File: config.mk
export PLATFORM = sky130hd
export DESIGN_NAME = frame_tile_writer
export DESIGN_NICKNAME = d
export VERILOG_FILES = /design/src/rtl/frame_pkg.sv /design/src/rtl/tile_addr_gen.sv /design/src/rtl/frame_tile_writer.sv
export SDC_FILE = /design/constraint.sdc
export NUM_CORES = 1
export LEC_CHECK = 0
export BUFFER_PORTS_ARGS = -buffer_cell sky130_fd_sc_hd__buf_4
export CAP_MARGIN = 20
export CORE_MARGIN = 5
export CORE_UTILIZATION = 65
export DETAILED_ROUTE_END_ITERATION = 7
export PLACE_DENSITY = 0.86
export SYNTH_ARGS = -nofsm -noshare
export SYNTH_HDL_FRONTEND = slang
export SYNTH_SLANG_ARGS = --single-unit
File: constraint.sdc
create_clock -name clk_W -period 4.05 [get_ports clk_W]
set_input_delay 0.405 -clock clk_W [delete_from_list [all_inputs] [get_ports clk_W]]
set_output_delay 0.405 -clock clk_W [all_outputs]
set_load 0.02 [all_outputs]
File: src/rtl/frame_pkg.sv
// Shared constants, pixel type and sequencer states for the frame buffer write path.
package frame_pkg;

  localparam int unsigned SCREEN_W = 330;
  localparam int unsigned TILE_PX  = 33;
  localparam int unsigned GRID_N   = 10;
  localparam int unsigned FB_AW    = 18;
  localparam int unsigned CNT_W    = 9;

  typedef logic [1:0] pixel_t;

  typedef enum logic [1:0] {IDLE, CLEAR, TILE} state_t;

  // Top-left pixel address of a tile; evaluated once when the request is accepted.
  function automatic logic [FB_AW-1:0] tile_origin(input logic [3:0] tx, input logic [3:0] ty);
    return FB_AW'(ty) * FB_AW'(TILE_PX * SCREEN_W) + FB_AW'(tx) * FB_AW'(TILE_PX);
  endfunction

endpackage

File: src/rtl/tile_addr_gen.sv
// Square-region address walker: column/row counters plus a row-base accumulator.
// With TILE_BORDER_EN defined it also flags edge pixels of the region.
module tile_addr_gen
  import frame_pkg::*;
(
  input  logic             clk,
  input  logic             rst_n,
  input  logic             load,
  input  logic             adv,
  input  logic [FB_AW-1:0] origin,
  input  logic [CNT_W-1:0] size,
  output logic [FB_AW-1:0] addr,
  output logic             last_c,
  output logic             border_nxt_c
);

  logic [CNT_W-1:0] col_q, row_q, size_q;
  logic [CNT_W-1:0] col_n, row_n, size_n;
  logic [FB_AW-1:0] base_q, base_n, addr_n;

  // Next pixel position: restart on load, step along the row, wrap to the next row base.
  always_comb begin
    col_n  = col_q;
    row_n  = row_q;
    size_n = size_q;
    base_n = base_q;
    addr_n = addr;
    if (load) begin
      col_n  = '0;
      row_n  = '0;
      size_n = size;
      base_n = origin;
      addr_n = origin;
    end else if (adv) begin
      if (col_q == size_q - CNT_W'(1)) begin
        col_n  = '0;
        row_n  = row_q + CNT_W'(1);
        base_n = base_q + FB_AW'(SCREEN_W);
        addr_n = base_q + FB_AW'(SCREEN_W);
      end else begin
        col_n  = col_q + CNT_W'(1);
        addr_n = addr + FB_AW'(1);
      end
    end
  end

  assign last_c = (col_q == size_q - CNT_W'(1)) && (row_q == size_q - CNT_W'(1));

`ifdef TILE_BORDER_EN
  logic [CNT_W-1:0] lim_n;
  assign lim_n        = size_n - CNT_W'(1);
  assign border_nxt_c = (col_n == '0) || (col_n == lim_n) || (row_n == '0) || (row_n == lim_n);
`else
  assign border_nxt_c = 1'b0;
`endif

  always_ff @(posedge clk or negedge rst_n) begin
    if (!rst_n) begin
      col_q  <= '0;
      row_q  <= '0;
      size_q <= '0;
      base_q <= '0;
      addr   <= '0;
    end else begin
      col_q  <= col_n;
      row_q  <= row_n;
      size_q <= size_n;
      base_q <= base_n;
      addr   <= addr_n;
    end
  end

endmodule

File: src/rtl/frame_tile_writer.sv
// Frame buffer write-port sequencer: full-screen clear (priority) or single tile fill.
// TILE_BORDER_EN: when defined, tile edge pixels are written black.
module frame_tile_writer
  import frame_pkg::*;
(
  input  logic        clk_W,
  input  logic        reset_n,
  input  logic        clr_valid,
  input  logic [1:0]  clr_color,
  output logic        clr_ready,
  input  logic        tile_valid,
  input  logic [3:0]  tile_x,
  input  logic [3:0]  tile_y,
  input  logic [1:0]  tile_color,
  output logic        tile_ready,
  output logic [17:0] w_addr,
  output logic [1:0]  w_data,
  output logic        w_en,
  output logic        busy,
  output logic        done
);

  state_t           state_q, state_n;
  pixel_t           color_q, color_n, w_data_n;
  logic             w_en_n, busy_n, done_n;
  logic             load, adv, tile_ok;
  logic [FB_AW-1:0] origin;
  logic [CNT_W-1:0] size;
  logic             last_c, border_nxt_c;

  assign tile_ok = (tile_x < 4'(GRID_N)) && (tile_y < 4'(GRID_N));

  tile_addr_gen u_gen (
    .clk          (clk_W),
    .rst_n        (reset_n),
    .load         (load),
    .adv          (adv),
    .origin       (origin),
    .size         (size),
    .addr         (w_addr),
    .last_c       (last_c),
    .border_nxt_c (border_nxt_c)
  );

  always_ff @(posedge clk_W or negedge reset_n) begin
    if (!reset_n) state_q <= IDLE;
    else          state_q <= state_n;
  end

  // Arbitration, next state and next values of the registered write-port outputs.
  always_comb begin
    state_n    = state_q;
    clr_ready  = 1'b0;
    tile_ready = 1'b0;
    load       = 1'b0;
    adv        = 1'b0;
    origin     = '0;
    size       = CNT_W'(TILE_PX);
    color_n    = color_q;
    w_en_n     = 1'b0;
    w_data_n   = w_data;
    busy_n     = 1'b0;
    done_n     = 1'b0;
    unique case (state_q)
      IDLE: begin
        clr_ready  = 1'b1;
        tile_ready = !clr_valid;
        if (clr_valid) begin
          load     = 1'b1;
          size     = CNT_W'(SCREEN_W);
          color_n  = clr_color;
          w_en_n   = 1'b1;
          w_data_n = clr_color;
          busy_n   = 1'b1;
          state_n  = CLEAR;
        end else if (tile_valid) begin
          if (tile_ok) begin
            load     = 1'b1;
            origin   = tile_origin(tile_x, tile_y);
            color_n  = tile_color;
            w_en_n   = 1'b1;
            w_data_n = border_nxt_c ? pixel_t'(0) : tile_color;
            busy_n   = 1'b1;
            state_n  = TILE;
          end else begin
            done_n = 1'b1;
          end
        end
      end
      CLEAR, TILE: begin
        if (last_c) begin
          done_n  = 1'b1;
          state_n = IDLE;
        end else begin
          adv      = 1'b1;
          w_en_n   = 1'b1;
          busy_n   = 1'b1;
          w_data_n = (state_q == TILE && border_nxt_c) ? pixel_t'(0) : color_q;
        end
      end
      default: state_n = IDLE;
    endcase
  end

  always_ff @(posedge clk_W or negedge reset_n) begin
    if (!reset_n) begin
      color_q <= '0;
      w_en    <= 1'b0;
      w_data  <= '0;
      busy    <= 1'b0;
      done    <= 1'b0;
    end else begin
      color_q <= color_n;
      w_en    <= w_en_n;
      w_data  <= w_data_n;
      busy    <= busy_n;
      done    <= done_n;
    end
  end

endmodule

Word level (Yosys, flattened, before mapping)
Cells that the tools add are included.

storage, ports and cells
  register bits = 71
  input bits = 16
  output and inout bits = 25
  logic and storage cells = 84

cells by class
  add/subtract/negate cells = 6
  multiply operators = 2
  $lt $le $gt $ge = 2
  eq/ne operators = 8
  multiplexer cells = 42
  reduce and logical (&&, ||, !) cells = 14

operators by type and width
  operator                                              count
  two-way mux 18 bit                                    10
  two-way mux 9 bit                                     8
  adder 18 x 1 -> 18 bit (second input constant)        1
  adder 18 x 10 -> 18 bit                               1
  adder 18 x 9 -> 18 bit (second input constant)        1
  adder 9 x 1 -> 9 bit (second input constant)          2
  equality test 9 bit                                   2
  multiplier 4 x 13 -> 17 bit (second input constant)   1
  two-way mux 2 bit                                     8
  two-way mux 1 bit                                     12
  multiplier 4 x 6 -> 10 bit (second input constant)    1
  nonzero test 2 bit                                    5
  subtractor 9 x 1 -> 9 bit (second input constant)     1
  < comparator 4 bit (second input constant)            2
  case mux 2 bit (2 select lines)                       2
  != test 3 bit (second input constant)                 2
  AND reduction 3 bit                                   2
  != test 2 bit (second input constant)                 2
  case mux 1 bit (2 select lines)                       2
  AND reduction 4 bit                                   1
  equality test 2 x 1 -> 1 bit (second input constant)  1
  equality test 2 bit (second input constant)           1
  logical AND 1 bit                                     2
  logical NOT 2 bit                                     1
  3 further kinds                                       3

Depth between registers and ports, before layout
  depth after elaboration = 8
  mapped depth = 15

Modules after synthesis
Synthesis repeated with hierarchy kept, for this count alone.

second synthesis, totals
  cell total of the unflattened synthesis = 667
  area, all modules = 5651.7 um^2

modules (own cells, without submodules)
  module             times used  cells an instance  area an instance (um^2)  sequential area each (um^2)
  tile_addr_gen      1           462                4082.7                   1576.5
  frame_tile_writer  1           205                1569.0                   200.2

Least setup slack after synthesis
No wires, ideal clock.

  kind = input to register
  from = in tile_y[1]
  to = reg u_gen.addr[11]
  library setup time = 0.121 ns
  data arrival time = 3.170 ns
  data required time = 3.929 ns
  slack = 0.759 ns
  stages on the path = 15
  buffers on the path = 0
  cell sequence = ha_1 ha_1 ha_1 a21oi_2 nand2b_1 xnor2_1 ha_1 ha_1 o21ai_0 nand2b_1 a21o_1 nand3_1 mux2i_1 a31oi_1 o22a_1

on the way
  cells in the longest elaborated chain, start to end = 7
  elaborated cells on any way between the ends = 14
  classes of those cells = 1 x add/sub; 1 x mul; 1 x order compare; 9 x mux; 2 x reduce/logical

ends and longest elaborated chain
  item                                                                      RTL line                                  RTL
  start: declaration                                                        frame_tile_writer.sv:13                   input logic [3:0] tile_y,
  multiplier 4 x 13 -> 17 bit / < comparator 4 bit (equally long branches)  frame_pkg.sv:16, frame_tile_writer.sv:31
  adder 18 x 10 -> 18 bit / logical AND 1 bit (equally long branches)       frame_pkg.sv:16, frame_tile_writer.sv:31
  two-way mux 18 bit / two-way mux 1 bit (equally long branches)            frame_tile_writer.sv:77                   if (tile_ok) begin
  two-way mux 18 bit / two-way mux 1 bit (equally long branches)            frame_tile_writer.sv:76                   end else if (tile_valid) begin
  two-way mux 18 bit / two-way mux 1 bit (equally long branches)            frame_tile_writer.sv:68                   if (clr_valid) begin
  two-way mux 18 bit / two-way mux 1 bit (equally long branches)            frame_tile_writer.sv:64                   unique case (state_q)
  two-way mux 18 bit / nonzero test 2 bit (equally long branches)           n/a
  end signal: assignment                                                    tile_addr_gen.sv:69                       addr <= addr_n;
  end: declaration                                                          tile_addr_gen.sv:12                       output logic [FB_AW-1:0] addr,

Parallel ways exist; a longest one is shown, timed or not.
A chain may end at the register's enable or synchronous reset.

Worst setup path after layout
Ends and elaborated chain as after synthesis.

==> key figures <==
Status
  – Run status: finished, final reports clean

Layout
  – Post-route non-filler standard cell count: between 700 and 800
  – Synth-to-Final Area Change: 9.42%
  – Post-Route Utilization: 0.728
  – Share of cells above drive strength 1: 0.142
  – Diodes inserted: 0
  – Post-layout net count: between 600 and 700

Clocking
  – Worst-case clock buffer depth: 2
  – Total number of H-tree levels: 3
  – TritonCTS clock tree: done
  – Hold Buf Count CTS: 0
  – Clock tree root buffer cell: clkbuf_8
  – Total of cells resized after clock tree synthesis: 0
  – Clock buffer count from CTS: 9
  – Buffers inserted during post-CTS setup optimization: 0
  – Worst-path clk slew: around 0.07 ns
  – Clk Latency, worst-skew pair: 0.35 ns
  – Total number of clock tree sinks: 64

Timing
  – Worst slack on hold paths: 0.131 ns
  – Worst Tran Pin Value: 0.823 ns
  – Peak clock frequency supported by timing: 0.286 GHz
  – Final worst-path cycle share: 0.862
  – Minimum period implied by the final worst setup slack: 3.49 ns
  – Total Neg Setup Slack: 0 ns
  – Final count of pins violating max slew: 0
  – Final count of hold timing violations: 0
  – Count of endpoints failing setup in the final report: 0
  – Worst-case headroom to the max-slew limit: 0.451
  – RSZ-0062 raised after global routing: false
  – Clock skew after layout: 0.00832 ns

Worst setup path
  – Startpoint class of the critical path: input pin
  – Worst setup path endpoint: u_gen.addr[11]
  – CP endpoint kind: flip-flop
  – Worst endpoint required time: 4.28 ns
  – Beginning of the critical path: tile_y[1]
  – Data arrival time of the worst path: 3.72 ns
  – Endpoint of the lowest-slack register-to-register path: u_gen.addr[15]
  – Category of the most critical setup path: in -> reg
  – Highest net fanout along the worst path: 8
  – Minimum setup slack among reg-to-reg paths: 1.00 ns
  – RR Startpoint: u_gen.size_q[5]
  – Worst Reg2Reg Path Length in Cells: 9

Die
  – Die Area: approximately 10000 um^2
  – DIE HEIGHT: a little under 100 um
  – Starting utilization of the core area: 0.665
  – Number of core rows: 32
  – Die X-Extent: 98.7 um
  – I/O pin count: just over 40
  – Area inside the core boundary: between 7000 and 8000 um^2

Place
  – Placed wire-length estimate: 9.64 mm
  – IO Port Bufs: 40
  – Final Wtd Congestion: approximately 0.94
  – Placed cell count: 726

Logic synthesis
  – Yosys top cell by area: dfrtp_1
  – Share of Yosys cell area claimed by the top area cell type: 0.313
  – Syn_nets: 652
  – Sequential-to-total area share from yosys stat: 0.313
  – Largest family of logic cells by synthesized area: compound AO/OA/AOI/OAI gates
  – Post-synth top cells: 64 x dfrtp_1, 62 x nor2_1, 57 x nand2_1, 50 x a21oi_1, 42 x o21ai_0
  – Synth Area in Simple Gates: 0.219
  – Number of different library cells in the post-synthesis netlist: 74
  – Count of synthesis-stage warnings from yosys: 0
  – Synth Area in Compound Gates: 0.229
  – Adder-cell share of the synthesized area: 0.0798
  – Post-synthesis average cell area: 8.47 um^2
  – Most frequent cell after synthesis: dfrtp_1
  – Mux share of post-synthesis cell area: 0.0137
  – Mapped cell area: 5110 um^2
  – Post-synthesis share of cell area spent on xor and xnor gates: 0.0942
  – Proportion of register bits with asynchronous set or reset after synthesis: 1.00
  – Area contributors post-synth: dfrtp_1 31%, ha_1 7.6%, xnor2_1 6.0%, a21oi_1 4.9%, nor2_1 4.6%
  – EDFF count, synth: 0
  – Post-synthesis instance total: 604
  – Synth Register Bits: 64
  – Most frequently used flop master after synthesis: dfrtp_1

Detailed routing
  – Detailed-route via count: about 4,800
  – Wire per inst: 18.3 um
  – Detailed-route DRC error count: 0
  – First-pass iteration count of the detailed router: 7
  – Number of violations reported at the end of detailed-routing iteration 0: 532
  – Via-to-Cell Ratio: 6.49
  – Residual antenna-violating net count after detailed routing: 0
  – Total Routed Length: 13.6 mm

Power and ir drop
  – Lkg Pwr: 2.41 nW
  – Power Dens Cells: 248 nW/um^2
  – Max IR drop VDD: 0.000194 V

Global routing
  – Total global routing overflow: 0
  – Via count of the first global-routing pass: 4,779
  – Global-route usage over all layers: 0.279
  – Pin count of the biggest net entering global routing: 65
  – Wire length of the first global-routing pass: 22.3 mm
  – Number of antenna violations at the first check in global routing: 0

Min path
  – Path category of the worst min-delay check: in -> async

Job
  – Maximum capacitance violations: 0
==> cell type report <==
type	instances	area, um^2
Multi-Input combinational cell	493	3250
Fill cell	626	2090
Sequential cell	64	1600
Timing Repair Buffer	48	360
Clock buffer	11	151
Tap cell	102	128
Inverter	19	71.3
Clock inverter	5	31.3
==> power by group <==
group / switching, mW / internal [mW]
Clock: 0.263 / 0.253
Combinational: 0.140 / 0.0916
Sequential: 0 / 0.639
Total: 0.402 / 0.983
==> cells in the final DEF (no fill, tap or decap), types with 4 or more instances in the layout <==
cell type / count
nand3_1: 26
nor3_1: 7
o211ai_1: 6
nor2_1: 62
a31oi_1: 14
o22ai_1: 4
and3_1: 8
clkbuf_8: 11
o31ai_1: 4
inv_1: 19
nand4_1: 16
nand2_1: 57
o21ai_1: 5
buf_4: 48
nand2b_1: 6
and2_1: 4
a21oi_1: 50
and4_1: 4
xnor2_1: 35
nand3b_1: 4
xor2_1: 20
a21o_1: 5
ha_1: 31
dfrtp_1: 64
o21a_1: 10
o21ai_0: 42
mux2i_1: 7
==> worst min-delay path by stage <==
stage                from              to  slack, ns  cells after the start
3_3_place_gp   color_q[1]      color_q[1]       0.46                      2
2_1_floorplan     reset_n            busy       0.11                      0
4_1_cts           reset_n  u_gen.col_q[7]       0.17                      1
6_report          reset_n            done       0.13                      1
3_5_place_dp    w_data[1]       w_data[1]       0.47                      2
5_1_grt           reset_n  u_gen.col_q[7]       0.21                      1
==> routing by layer <==
layer / routed length [um] / global-route usage / vias to the layer above
met5: 0 / 0 / -
met4: 395 / 0.122 / 0
met3: 1010 / 0.0474 / 35
met2: 6820 / 0.476 / 244
met1: 5330 / 0.347 / 2286
li1: - / - / 2253
==> critical path, stage by stage <==
cell and delay (ns):
buf_4 0.15, ha_1 0.20, xor2_1 0.45, ha_1 0.30
a21oi_2 0.10, nand2b_1 0.17, xnor2_1 0.13, ha_1 0.27
ha_1 0.34, o21ai_0 0.09, nand2b_1 0.11, a21o_1 0.23
nand3_1 0.10, mux2i_1 0.33, a31oi_1 0.13, o22a_1 0.22
==> registers in the layout, summed over array words and instances, names as in the netlist <==
name,count
u_gen.base_q,18
state_q,2
done,1
w_data,2
u_gen.col_q,9
u_gen.size_q,2
u_gen.row_q,9
busy,1
u_gen.addr,18
color_q,2
==> cells by family (layout without fill, tap and decap cells) <==
kind of cell / count (synthesis) / count (layout)
compound gates: 178 / 178
xor+xnor: 55 / 55
fa+ha+maj: 32 / 32
buf+inv: 47 / 83
flops: 64 / 64
mux: 7 / 7
simple gates: 221 / 221
==> stage by stage <==
stage / area [um^2] / power, mW / setup WS, ns
floorplan: 5110 / 0.812 / 0.759
global placement: 5410 / 0.871 / 0.428
detailed placement: 5410 / 0.879 / 0.268
CTS: 5600 / 1.39 / 0.624
global route: 5600 / 1.44 / 0.315
finish: 5600 / 1.39 / 0.559
(Power assumes the default switching activity.)
